$ cat src/rtl/alu_seq_pkg.sv
// Shared types and widths for the ALU command sequencer and its wait counter.
package alu_seq_pkg;

    localparam int unsigned OP_W   = 3;
    localparam int unsigned DATA_W = 8;

    typedef enum logic [3:0] {
        S_IDLE,
        S_LD_DR,
        S_LD_MQ,
        S_LD_ACC,
        S_ISSUE,
        S_WAIT,
        S_RD_ACC,
        S_RD_MQ,
        S_RESP
    } seq_state_e;

    typedef struct packed {
        logic [DATA_W-1:0] hi;
        logic [DATA_W-1:0] lo;
        logic              err;
    } alu_rsp_t;

endpackage

$ cat src/rtl/alu_seq_wdog.sv
// WAIT-state cycle counter: reports when RDY may be honoured and when the wait has run out.
module alu_seq_wdog #(
    parameter int unsigned TIMEOUT  = 64,
    parameter int unsigned MIN_WAIT = 1
) (
    input  logic clock,
    input  logic reset,
    input  logic clear,
    input  logic enable,
    output logic past_min,
    output logic expired
);

    localparam logic [7:0] TIMEOUT_C  = 8'(TIMEOUT);
    localparam logic [7:0] MIN_WAIT_C = 8'(MIN_WAIT);

    logic [7:0] count_q;
    logic [7:0] count_d;

    // Saturates so a stalled enable can never wrap back below the limits.
    always_comb begin
        count_d = count_q;
        if (clear) begin
            count_d = '0;
        end else if (enable && (count_q != '1)) begin
            count_d = count_q + 8'd1;
        end
    end

    always_ff @(posedge clock) begin
        if (reset) begin
            count_q <= '0;
        end else begin
            count_q <= count_d;
        end
    end

    assign past_min = (count_q >= MIN_WAIT_C);
    assign expired  = (count_q >= TIMEOUT_C);

endmodule

$ cat src/rtl/alu_op_sequencer.sv
// Front-end that loads operands into the Acc/MQ/DR datapath, issues one opcode,
// waits for RDY or timeout, then reads Acc and MQ back as a single response.
module alu_op_sequencer
    import alu_seq_pkg::*;
#(
    parameter int unsigned TIMEOUT  = 64,
    parameter int unsigned MIN_WAIT = 1
) (
    input  logic              clock,
    input  logic              reset,
    input  logic              cmd_valid,
    output logic              cmd_ready,
    input  logic [OP_W-1:0]   cmd_op,
    input  logic [DATA_W-1:0] cmd_a,
    input  logic [DATA_W-1:0] cmd_b,
    input  logic [DATA_W-1:0] cmd_acc,
    output logic              rsp_valid,
    input  logic              rsp_ready,
    output logic [DATA_W-1:0] rsp_hi,
    output logic [DATA_W-1:0] rsp_lo,
    output logic              rsp_err,
    output logic [OP_W-1:0]   INS,
    output logic              LDAcc,
    output logic              LDMQ,
    output logic              LDDR,
    output logic              STAcc,
    output logic              STMQ,
    output logic              STDR,
    output logic              TESTMODE,
    output logic [DATA_W-1:0] inBUS,
    input  logic [DATA_W-1:0] outBUS,
    input  logic              RDY
);

    seq_state_e        state_q;
    logic [OP_W-1:0]   op_q;
    logic [DATA_W-1:0] b_q;
    logic [DATA_W-1:0] acc_q;
    alu_rsp_t          rsp_q;
    logic              cmd_ready_q;
    logic              rsp_valid_q;
    logic [OP_W-1:0]   ins_q;
    logic [DATA_W-1:0] inbus_q;
    logic              ldacc_q;
    logic              ldmq_q;
    logic              lddr_q;
    logic              stacc_q;
    logic              stmq_q;
    logic              past_min;
    logic              expired;

    alu_seq_wdog #(
        .TIMEOUT  (TIMEOUT),
        .MIN_WAIT (MIN_WAIT)
    ) u_wdog (
        .clock    (clock),
        .reset    (reset),
        .clear    (state_q == S_ISSUE),
        .enable   (state_q == S_WAIT),
        .past_min (past_min),
        .expired  (expired)
    );

    // Datapath outputs are computed for the state being entered, so each
    // strobe/bus value is a flop that lines up with its state cycle.
    always_ff @(posedge clock) begin
        if (reset) begin
            state_q     <= S_IDLE;
            op_q        <= '0;
            b_q         <= '0;
            acc_q       <= '0;
            rsp_q       <= '0;
            cmd_ready_q <= 1'b1;
            rsp_valid_q <= 1'b0;
            ins_q       <= '0;
            inbus_q     <= '0;
            ldacc_q     <= 1'b0;
            ldmq_q      <= 1'b0;
            lddr_q      <= 1'b0;
            stacc_q     <= 1'b0;
            stmq_q      <= 1'b0;
        end else begin
            ins_q   <= '0;
            inbus_q <= '0;
            ldacc_q <= 1'b0;
            ldmq_q  <= 1'b0;
            lddr_q  <= 1'b0;
            stacc_q <= 1'b0;
            stmq_q  <= 1'b0;

            case (state_q)
                S_IDLE: begin
                    if (cmd_valid && cmd_ready_q) begin
                        op_q        <= cmd_op;
                        b_q         <= cmd_b;
                        acc_q       <= cmd_acc;
                        rsp_q       <= '0;
                        cmd_ready_q <= 1'b0;
                        lddr_q      <= 1'b1;
                        inbus_q     <= cmd_a;
                        state_q     <= S_LD_DR;
                    end
                end
                S_LD_DR: begin
                    ldmq_q  <= 1'b1;
                    inbus_q <= b_q;
                    state_q <= S_LD_MQ;
                end
                S_LD_MQ: begin
                    ldacc_q <= 1'b1;
                    inbus_q <= acc_q;
                    state_q <= S_LD_ACC;
                end
                S_LD_ACC: begin
                    ins_q   <= op_q;
                    state_q <= S_ISSUE;
                end
                S_ISSUE: begin
                    ins_q   <= op_q;
                    state_q <= S_WAIT;
                end
                S_WAIT: begin
                    // RDY is checked before expiry so a same-cycle RDY still completes.
                    if (past_min && RDY) begin
                        stacc_q <= 1'b1;
                        state_q <= S_RD_ACC;
                    end else if (expired) begin
                        rsp_q.err   <= 1'b1;
                        rsp_valid_q <= 1'b1;
                        state_q     <= S_RESP;
                    end else begin
                        ins_q <= op_q;
                    end
                end
                S_RD_ACC: begin
                    rsp_q.hi <= outBUS;
                    stmq_q   <= 1'b1;
                    state_q  <= S_RD_MQ;
                end
                S_RD_MQ: begin
                    rsp_q.lo    <= outBUS;
                    rsp_valid_q <= 1'b1;
                    state_q     <= S_RESP;
                end
                S_RESP: begin
                    if (rsp_ready) begin
                        rsp_valid_q <= 1'b0;
                        cmd_ready_q <= 1'b1;
                        state_q     <= S_IDLE;
                    end
                end
                default: begin
                    rsp_valid_q <= 1'b0;
                    cmd_ready_q <= 1'b1;
                    state_q     <= S_IDLE;
                end
            endcase
        end
    end

    assign cmd_ready = cmd_ready_q;
    assign rsp_valid = rsp_valid_q;
    assign rsp_hi    = rsp_q.hi;
    assign rsp_lo    = rsp_q.lo;
    assign rsp_err   = rsp_q.err;
    assign INS       = ins_q;
    assign inBUS     = inbus_q;
    assign LDAcc     = ldacc_q;
    assign LDMQ      = ldmq_q;
    assign LDDR      = lddr_q;
    assign STAcc     = stacc_q;
    assign STMQ      = stmq_q;
    assign STDR      = 1'b0;
    assign TESTMODE  = 1'b0;

endmodule
$ cat config.mk
export PLATFORM = sky130hd
export DESIGN_NAME = alu_op_sequencer
export DESIGN_NICKNAME = d
export VERILOG_FILES = /design/src/rtl/alu_seq_pkg.sv /design/src/rtl/alu_seq_wdog.sv /design/src/rtl/alu_op_sequencer.sv
export SDC_FILE = /design/constraint.sdc
export NUM_CORES = 1
export LEC_CHECK = 0
export BUFFER_PORTS_ARGS = -buffer_cell sky130_fd_sc_hd__buf_4
export CORE_UTILIZATION = 30
export CTS_CLUSTER_DIAMETER = 30
export DETAILED_ROUTE_END_ITERATION = 16
export PLACE_DENSITY_LB_ADDON = 0.3
export SYNTH_ARGS = -nofsm -noshare
export SYNTH_HDL_FRONTEND = slang
export SYNTH_SLANG_ARGS = --single-unit
$ cat constraint.sdc
create_clock -name clock -period 2.5 [get_ports clock]
set_input_delay 0.5 -clock clock [delete_from_list [all_inputs] [get_ports clock]]
set_output_delay 0.5 -clock clock [all_outputs]
set_load 0.1 [all_outputs]
* Word-level counts from Yosys, hierarchy flattened
Cells that the tools add are included.
Word-level totals: flip-flop bits (word level) 66, output and inout bits 37, word-level logic and storage cells 84
Cells by class: $add $sub $neg 1, magnitude comparators 2, eq/ne operators 14, multiplexer cells 26, bitwise logic cells 4, reduce and logical (&&, ||, !) cells 20
Operator list (number):
- $pmux W4 S9 | 1
- $pmux W8 S2 | 2
- $pmux W8 S3 | 1
- $mux W17 | 1
- $eq A4 B3 Y1 const B | 4
- $mux W4 | 4
- $mux W1 | 10
- $add A8 B1 Y8 const B | 1
- $eq A4 B2 Y1 const B | 2
- $ge A8 B1 Y1 const B | 1
- $ge A8 B7 Y1 const B | 1
- $mux W8 | 1
- $ne A2 B2 Y1 const B | 4
- $ne A8 B8 Y1 const B | 1
- $reduce_and A4 Y1 | 2
- $reduce_or A2 Y1 | 4
- $reduce_or A7 Y1 | 1
- $mux W3 | 2
- $pmux W3 S2 | 1
- $reduce_and A2 Y1 | 3
- $reduce_and A3 Y1 | 2
- $reduce_bool A2 Y1 | 3
- $reduce_or A6 Y1 | 1
- $eq A4 B1 Y1 const B | 1
- other kinds (8) | 13

* Longest topological paths before layout
Gate-level depths: netlist (run 1).
depth after elaboration 4, gate-level depth with buffers 6, depth with buffers taken out 6

* Modules after synthesis
From an unflattened synthesis (run 1), not the netlist that was laid out.
Unflattened totals: cell total of the unflattened synthesis 317, area total of the unflattened synthesis 2727.6 µm²
By module, submodules not included:
- alu_op_sequencer | times used 1, cells each 267, area each 2274.7 µm², sequential area each 1161.1 µm²
- alu_seq_wdog | times used 1, cells each 50, area each 452.9 µm², sequential area each 160.2 µm²

* Least setup slack after synthesis (run 1)
No wires, ideal clock.
path type register -> register, from register cmd_ready_q, in the netlist cmd_ready, to register acc_q[7], arrival 1.920 ns, path slack 0.440 ns, stages on the path, launching flop included 7, buffers on the path 2, period minus slack after synthesis 2.060 ns, cells stage by stage dfxtp_1 nand2_1 or3_4 buf_6 buf_8 nand2_2 a21oi_2
Between the ends: longest elaborated chain between the ends 2
Ends and longest elaborated chain:
- start, declared | line alu_op_sequencer.sv:40 | logic cmd_ready_q;
- start signal, assigned | line alu_op_sequencer.sv:73 | cmd_ready_q <= 1'b1;
- start signal, assigned | line alu_op_sequencer.sv:98 | cmd_ready_q <= 1'b0;
- start signal, assigned | line alu_op_sequencer.sv:148 | cmd_ready_q <= 1'b1;
- $logic_and A1 B1 Y1 | line alu_op_sequencer.sv:93 | if (cmd_valid && cmd_ready_q) begin
- $reduce_and A2 Y1 (no line)
- end signal, assigned | line alu_op_sequencer.sv:96 | acc_q <= cmd_acc;
- end, declared | line alu_op_sequencer.sv:38 | logic [DATA_W-1:0] acc_q;
Every way passes these cells. A chain may end at the register's enable or synchronous reset.

* Worst setup path in the final report (run 1)
from register state_q[1], to register rsp_q, in the netlist rsp_lo[2]
Between the ends: longest elaborated chain between the ends 3, elaborated cells between the ends (all ways) 6, classes of those cells eq/ne (2); mux (1); reduce/logical (3)
Ends and longest elaborated chain:
- start, declared | line alu_op_sequencer.sv:35 | seq_state_e state_q;
- start signal, assigned | line alu_op_sequencer.sv:68 | state_q <= S_IDLE;
- start signal, assigned | line alu_op_sequencer.sv:101 | state_q <= S_LD_DR;
- start signal, assigned | line alu_op_sequencer.sv:107 | state_q <= S_LD_MQ;
- $eq A4 B3 Y1 or $logic_not A4 Y1 (tied branches) | line alu_op_sequencer.sv:91 | case (state_q)
- $reduce_bool A2 Y1 (no line) or $ne A2 B2 Y1 (tied branches)
- $reduce_and A2 Y1 (no line)
- end, declared | line alu_op_sequencer.sv:39 | alu_rsp_t rsp_q;
Parallel ways exist; a longest one is shown, timed or not.

==> results of run 1 <==
through the flow:
stage / power [W] / area (um^2)
2_1_floorplan: 0.00158 / 2720
3_3_place_gp: 0.00170 / 3320
3_5_place_dp: 0.00171 / 3320
4_1_cts: 0.00260 / 3520
5_1_grt: 0.00269 / 3520
6_report: 0.00257 / 3520
routing by layer:
metal  track usage, %  part of all wire, %  up-vias
li1                 -                    -     1172
met1             17.7                   49     1013
met2             21.2                   45       63
met3             4.32                  5.2        8
met4             5.09                  1.3        0
met5                0                    0        -
sequential cells by signal, indices dropped and copies added, names as in the netlist:
signal and flops:
INS 3, LDAcc 1, LDDR 1, LDMQ 1, STAcc 1, STMQ 1
acc_q 8, b_q 8, cmd_ready 1, inBUS 8, op_q 3, rsp_err 1
rsp_hi 8, rsp_lo 8, rsp_valid 1, state_q 4, u_wdog.count_q 8
path summary, 6_finish.rpt:
path / start / endpoint / slack, ns / cells past startpoint
hold reg to reg: acc_q[3] / acc_q[3] / 0.46 / 2
hold / removal: outBUS[2] / rsp_hi[2] / 0.39 / 2
setup / recovery: state_q[1] / rsp_lo[2] / 0.70 / 4
setup reg to reg: state_q[1] / rsp_lo[2] / 0.70 / 4
power breakdown:
part           switching, W  internal [W]
registers         0.0000448       0.00111
logic              0.000361      0.000165
clock network      0.000373      0.000515
cells by family after synthesis:
| family | count (synthesis) | share of synthesized area [%] |
|---|---|---|
| multiplexers | 2 | 0.736 |
| adder cells (fa/ha/maj) | 3 | 1.38 |
| other | 1 | 0.138 |
| AND/OR/NAND/NOR | 119 | 22.7 |
| AO/OA/AOI/OAI | 74 | 19.4 |
| flip-flops | 66 | 48.6 |
| buffers and inverters | 26 | 5.20 |
| XOR/XNOR | 6 | 1.93 |
critical path, stage by stage, from the launching register on:
cell and delay [ns]:
dfxtp_1 0.43, or3_4 0.45, or3_4 0.56, nand3_1 0.16, a21oi_1 0.07
Yosys cell counts, types with 4 or more instances:
cell | instances | area (um^2)
dfxtp_1 | 66 | 1320
nand2_1 | 42 | 158
a21oi_1 | 23 | 115
nor2_1 | 23 | 86.3
a22o_1 | 15 | 131
nand3_1 | 12 | 60.1
a21oi_2 | 10 | 87.6
nand2_2 | 10 | 62.6
a22oi_1 | 8 | 60.1
clkbuf_1 | 6 | 22.5
buf_2 | 5 | 25.0
buf_4 | 5 | 37.5
inv_1 | 5 | 18.8
xor2_1 | 5 | 43.8
nor3_1 | 4 | 20.0
layout make-up:
type / instances / area, um^2 / area share [%]
flip-flops and latches: 66 / 1320 / 37.6
multi-input cells: 206 / 1270 / 36.0
repair buffers: 77 / 578 / 16.4
clock buffers: 14 / 163 / 4.62
well taps: 108 / 135 / 3.84
clock inverters: 2 / 35.0 / 0.996
inverters: 5 / 18.8 / 0.533
==> impl_metrics.toml, run 1 <==
[status]
outcome = "finished, final reports clean"

[place]
port_buffers = 74
gp_congestion = 0.780
dpl_worst_slack_ns = 0.719
dp_cells = 462
place_hpwl_um = 4560

[routing]
dr.pass1.iters = 6
routed_wl_um = 6250
detail_route.vias_per_cell = 4.72
ant_nets = 0
wl_per_cell_um = 13.1
route.detailed.drc = 0
drt_iter0_markers = 105
num_vias = 2256

[critical_path]
arrival_ns = 2.00
crit_path_max_fanout = 29
critPathCaptureType = "flip-flop"
critical_path_class = "flip-flop to flip-flop"
critPathLaunchType = "flip-flop"
worst_ep_required_time_ns = 2.70

[timing]
post-route-period-util_pct = 72.1
setup_viol = 0
fin_crit_ns = 1.80
rsz0062_at_grt = "false"
setup_tns_ns = 0
fmax_ghz = 0.555
hold_violations = 0
setup_ws_ns = 0.698
final.setup_skew_ns = 0.00413
maxSlewViolCount = 0
max_slew_margin_pct = 53.3
whs_ns = 0.393
tightestPinTransition_ns = 0.699

[power]
p_leak_nw = 1.41
p_per_area_nw_per_um2 = 730
peakVddDrop_v = 0.000272

[global_routing]
grt_pass1_vias = 2173
grt_usage_pct = 13.7
grt_first_pass_wirelength_um = 10300
grt_max_degree = 46
overflow = 0
antenna_found_initial = 0

[final_layout]
num_antenna_cells = 0
final_nets = 408
finish.cell_count_without_fillers = 478
final_cell_mix = "buf_4, dfxtp_1, nand2_1"
final_layout_size_suffix_gt1_share_pct = 32.4
final_util_pct = 40.1
layout_commonest_cell = "buf_4"
fillers = 917
syn2layout_area_growth_pct = 29.3

[clock_tree]
clock-sinks = 66
root_buffer = "clkbuf_8"
cts_buffers = 9
clock_path_buffers = 2
tritoncts = "yes"
cts_repair_resize_count = 0
worstSkewPairLatency_ns = 0.33
cts_hold_buf = 0
cts_setup_buffers = 0
clkTransAtPathRegs_ns = 0.07
cts_max_level = 3

[die]
start_util_pct = 31.0
core_um2 = 8760
die-height_um = 97.2
chipWidth_um = 97.2
ios = 77
die_area_um2 = 9450
fp-row-count = 34

[job]
cap_violations = 0

[yosys]
ys_seq_elements = 66
syn-cell-area_um2 = 2720
synth_edf_count = 0
syn_inst = 297
ys_async_sr_fraction_pct = 0
ys_warn_count = 0
synth_flop_cell = "dfxtp_1"
syn_avg_cell_area_um2 = 9.16
synth_cell_types = 56
seq_area_frac_synth_pct = 48.6

[min_path]
min-delay-path-class = "primary input to flip-flop"
(Power assumes the default switching activity.)
==> run 2, diff against run 1 <==
==> constraint.sdc (replaced) <==
create_clock -name clock -period 1.7 [get_ports clock]
set_input_delay 0.34 -clock clock [delete_from_list [all_inputs] [get_ports clock]]
set_output_delay 0.34 -clock clock [all_outputs]
set_load 0.1 [all_outputs]
==> impl_metrics.toml, run 2 (synthesis results as in run 1) <==
[clock_tree]
cts_buffers = 9
tritoncts = "yes"
clkTransAtPathRegs_ns = 0.07
clock_path_buffers = 2
cts_hold_buf = 0
clock-sinks = 66
cts_max_level = 3
worstSkewPairLatency_ns = 0.33
root_buffer = "clkbuf_8"

[final_layout]
fillers = 894
num_antenna_cells = 0
final_layout_size_suffix_gt1_share_pct = 38.4
multiInputGateArea_um2 = 1320
syn2layout_area_growth_pct = 35.1
layout_commonest_cell = "buf_4"
ff_latch_area_um2 = 1330
final_nets = 418
final_cell_mix = "buf_4, dfxtp_1, nand2_1"
finish.cell_count_without_fillers = 488

[power]
fin_total_pwr_w = 0.00394
p_comb_share_pct = 21.1
intPower_w = 0.00270
p_leak_nw = 1.48
switching_share_pct = 31.3
p_per_area_nw_per_um2 = 1070
power_switching_w = 0.00123
peakVddDrop_v = 0.000416
p_clk_share_pct = 36.4
sequentialPowerShare_pct = 42.5

[routing]
route.detailed.drc = 0
ant_nets = 0
drt_iter0_markers = 65
wl_per_cell_um = 13.7
num_vias = 2339
dr.pass1.iters = 4
detail_route.vias_per_cell = 4.79
routed_wl_um = 6680

[timing]
post-route-period-util_pct = 96.7
final.setup_skew_ns = 0.00624
fmax_ghz = 0.608
setup_viol = 0
maxSlewViolCount = 0
fin_crit_ns = 1.64
hold_violations = 0
rsz0062_at_grt = "true"
setup_tns_ns = 0

[global_routing]
grt_max_degree = 30
overflow = 0
grt_pass1_vias = 2261
grt_usage_pct = 14.3
grt_first_pass_wirelength_um = 10900
antenna_found_initial = 0

[critical_path]
critPathLaunchType = "flip-flop"
crit_path_max_fanout = 4
critical_path_class = "flip-flop to flip-flop"
critPathCaptureType = "flip-flop"
arrival_ns = 1.90
worst_ep_required_time_ns = 1.96

[place]
gp_congestion = 0.819
dp_cells = 470
port_buffers = 74
place_hpwl_um = 4670

[job]
cap_violations = 0

[die]
core_um2 = 8760
start_util_pct = 31.0
fp-row-count = 34
chipWidth_um = 97.2
ios = 77
die-height_um = 97.2
die_area_um2 = 9450

[min_path]
min-delay-path-class = "primary input to flip-flop"

[status]
outcome = "finished, final reports clean"
[run 2: changes by cell type in the layout (fill, tap and decap cells not counted), sizes merged]
cell	change
clkinvlp	+2
inv	+1
clkbuf	-3
buf	+10
[run 2: power groups by stage]
stage | logic, W | clock network, W | registers [W]
after floorplan | 0.000406 | 0 | 0.00193
after global placement | 0.000812 | 0 | 0.00171
after detailed placement | 0.000819 | 0 | 0.00171
after CTS | 0.000822 | 0.00147 | 0.00167
after global routing | 0.000896 | 0.00154 | 0.00169
final | 0.000829 | 0.00143 | 0.00168
[run 2: path summary, 6_finish.rpt]
check / from / to / slack [ns] / depth (start not counted)
max: u_wdog.count_q[1] / INS[1] / 0.06 / 6
min: outBUS[7] / rsp_hi[7] / 0.24 / 2
max reg2reg: u_wdog.count_q[1] / INS[1] / 0.06 / 6
min reg2reg: acc_q[5] / acc_q[5] / 0.46 / 2
[run 2: routing by layer]
layer / GRT usage [%] / vias to the layer above / wire, um
li1: - / 1184 / -
met3: 3.31 / 10 / 328
met5: 0 / - / 0
met4: 6.11 / 0 / 99
met2: 21.4 / 69 / 2990
met1: 19.7 / 1076 / 3260
[run 2: critical path: stages (launching register included)]
cell and delay (ns):
dfxtp_2 0.34, inv_1 0.05, ha_1 0.17, or4_4 0.44
o21ai_4 0.24, a31oi_4 0.14, nor3b_2 0.20
[run 2: through the flow]
stage	setup slack, ns	utilization (%)	instance area, um^2	hold WS, ns
2_1_floorplan	0.101	-	2730	0.436
4_1_cts	0.0114	41.2	3610	0.223
3_5_place_dp	-0.00868	38.6	3380	0.450
5_1_grt	-0.0271	41.9	3670	0.234
6_report	0.0561	41.9	3670	0.239
3_3_place_gp	0.0786	38.6	3380	0.444
[run 2: what timing repair did]
| item | in CTS | in global routing |
|---|---|---|
| pin swaps | 1 | 3 |
| buffers inserted | 0 | 2 |
| endpoints found under the hold margin | 0 | 0 |
| endpoints found under the setup margin | 3 | 22 |
| resized for setup | 1 | 13 |
[run 2: final cells by class]
class | count | share of cell area (%)
clock buffers | 11 | 4.43
repair buffers | 87 | 17.8
inverters | 5 | 0.511
well taps | 108 | 3.68
flip-flops and latches | 66 | 36.1
clock inverters | 5 | 1.60
multi-input cells | 206 | 35.9
==> run 3, diff against run 2 <==
--- a/config.mk
+++ b/config.mk
@@ -6,6 +6,7 @@
 export NUM_CORES = 1
 export LEC_CHECK = 0
 export BUFFER_PORTS_ARGS = -buffer_cell sky130_fd_sc_hd__buf_4
+export CORE_MARGIN = 4
 export CORE_UTILIZATION = 30
 export CTS_CLUSTER_DIAMETER = 30
 export DETAILED_ROUTE_END_ITERATION = 16
==> constraint.sdc (replaced) <==
create_clock -name clock -period 1.8 [get_ports clock]
set_input_delay 0.36 -clock clock [delete_from_list [all_inputs] [get_ports clock]]
set_output_delay 0.36 -clock clock [all_outputs]
set_load 0.1 [all_outputs]
==> impl_metrics.toml, run 3 (synthesis results as in run 1) <==
[routing]
drt_iter0_markers = 89
route.detailed.drc = 0
detail_route.vias_per_cell = 4.83
ant_nets = 0
dr.pass1.iters = 4
wl_per_cell_um = 14.1
routed_wl_um = 6860
num_vias = 2354

[final_layout]
syn2layout_area_growth_pct = 35.5
num_antenna_cells = 0
final_nets = 417
multiInputGateArea_um2 = 1300
final_cell_mix = "buf_4, dfxtp_1, nand2_1"
fillers = 898
layout_commonest_cell = "buf_4"
ff_latch_area_um2 = 1320
final_layout_size_suffix_gt1_share_pct = 35.9

[min_path]
whs_path_depth = 2
min-delay-path-class = "primary input to flip-flop"

[timing]
final.setup_skew_ns = 0.0111
setup_viol = 0
max_slew_margin_pct = 62.4
fmax_ghz = 0.588
hold_violations = 0
setup_ws_ns = 0.0992
fin_crit_ns = 1.70
rsz0062_at_grt = "false"
post-route-period-util_pct = 94.5
setup_tns_ns = 0
tightestPinTransition_ns = 0.562
maxSlewViolCount = 0

[place]
dpl_worst_slack_ns = 0.0550
place_hpwl_um = 5040
port_buffers = 74
gp_congestion = 0.793

[power]
p_leak_nw = 1.48
peakVddDrop_v = 0.000551
p_per_area_nw_per_um2 = 1060

[critical_path]
critPathCaptureType = "flip-flop"
worst_ep_required_time_ns = 2.06
rr_startpoint = "u_wdog.count_q[1]"
r2r_slack_ns = 0.1
crit_path_end = "INS[0]"
r2r_cells = 6
cp-startpoint = "u_wdog.count_q[1]"
rr_endpoint = "INS[0]"
critical_path_class = "flip-flop to flip-flop"
arrival_ns = 1.96
crit_path_max_fanout = 4
critPathLaunchType = "flip-flop"

[die]
die_area_um2 = 10700
core_um2 = 8760
ios = 77
chipWidth_um = 103
die-height_um = 103
fp-row-count = 34
start_util_pct = 31.0

[clock_tree]
cts_repair_resize_count = 0
clock_path_buffers = 2
cts_setup_buffers = 0
cts_buffers = 9
clock-sinks = 66
tritoncts = "yes"
cts_hold_buf = 0
cts_max_level = 3
root_buffer = "clkbuf_8"
worstSkewPairLatency_ns = 0.34
clkTransAtPathRegs_ns = 0.07

[job]
cap_violations = 0

[global_routing]
grt_usage_pct = 13.1
antenna_found_initial = 0
grt_pass1_vias = 2272
grt_first_pass_wirelength_um = 10800
overflow = 0
grt_max_degree = 32

[status]
outcome = "finished, final reports clean"
run 3: cell types whose count changed in the layout (fill, tap and decap cells not counted), sizes merged:
cell and change:
buf -1, bufinv +2, clkbuf -1, inv -1
run 3: worst min-delay path by stage:
stage               startpoint         to  slack [ns]
global placement      acc_q[4]   acc_q[4]        0.44
finish               outBUS[7]  rsp_hi[7]        0.25
floorplan               b_q[0]     b_q[0]        0.44
CTS                  outBUS[7]  rsp_hi[7]        0.23
detailed placement    acc_q[3]   acc_q[3]        0.45
global route         outBUS[3]  rsp_hi[3]        0.22
run 3: cell type report:
type	instances	share of cell area, %
Sequential cell	66	35.9
Multi-Input combinational cell	206	35.2
Timing Repair Buffer	86	17.9
Clock buffer	10	3.74
Tap cell	108	3.67
Clock inverter	6	3.09
Inverter	5	0.509
run 3: metal layers:
| metal | vias up | share of wire (%) | track usage [%] |
|---|---|---|---|
| met5 | - | 0 | 0 |
| li1 | 1187 | - | - |
| met4 | 0 | 0.99 | 3.59 |
| met2 | 68 | 47 | 20.8 |
| met1 | 1094 | 45 | 16.5 |
| met3 | 5 | 7.2 | 5.30 |
run 3: power by group:
part / leakage, nW / internal, W / switching [W]
clock: 0.119 / 0.000960 / 0.000572
combinational: 0.830 / 0.000260 / 0.000533
sequential: 0.535 / 0.00154 / 0.0000426
total: 1.48 / 0.00276 / 0.00115
run 3: stage by stage:
stage / hold WS, ns / std cells / area, um^2 / total power [W] / util (%)
2_1_floorplan: 0.436 / 298 / 2730 / 0.00220 / -
3_5_place_dp: 0.447 / 471 / 3400 / 0.00241 / 38.8
4_1_cts: 0.230 / 487 / 3650 / 0.00395 / 41.7
5_1_grt: 0.219 / 487 / 3680 / 0.00410 / 42.0
6_report: 0.252 / 487 / 3680 / 0.00391 / 42.0
3_3_place_gp: 0.443 / 471 / 3400 / 0.00240 / 38.8
run 3: worst max-delay path, cell delays in order (launching register included):
cell	delay, ns
dfxtp_1	0.39
inv_1	0.08
ha_1	0.18
or4_1	0.45
o21ai_4	0.21
a31oi_4	0.14
nor3b_2	0.18
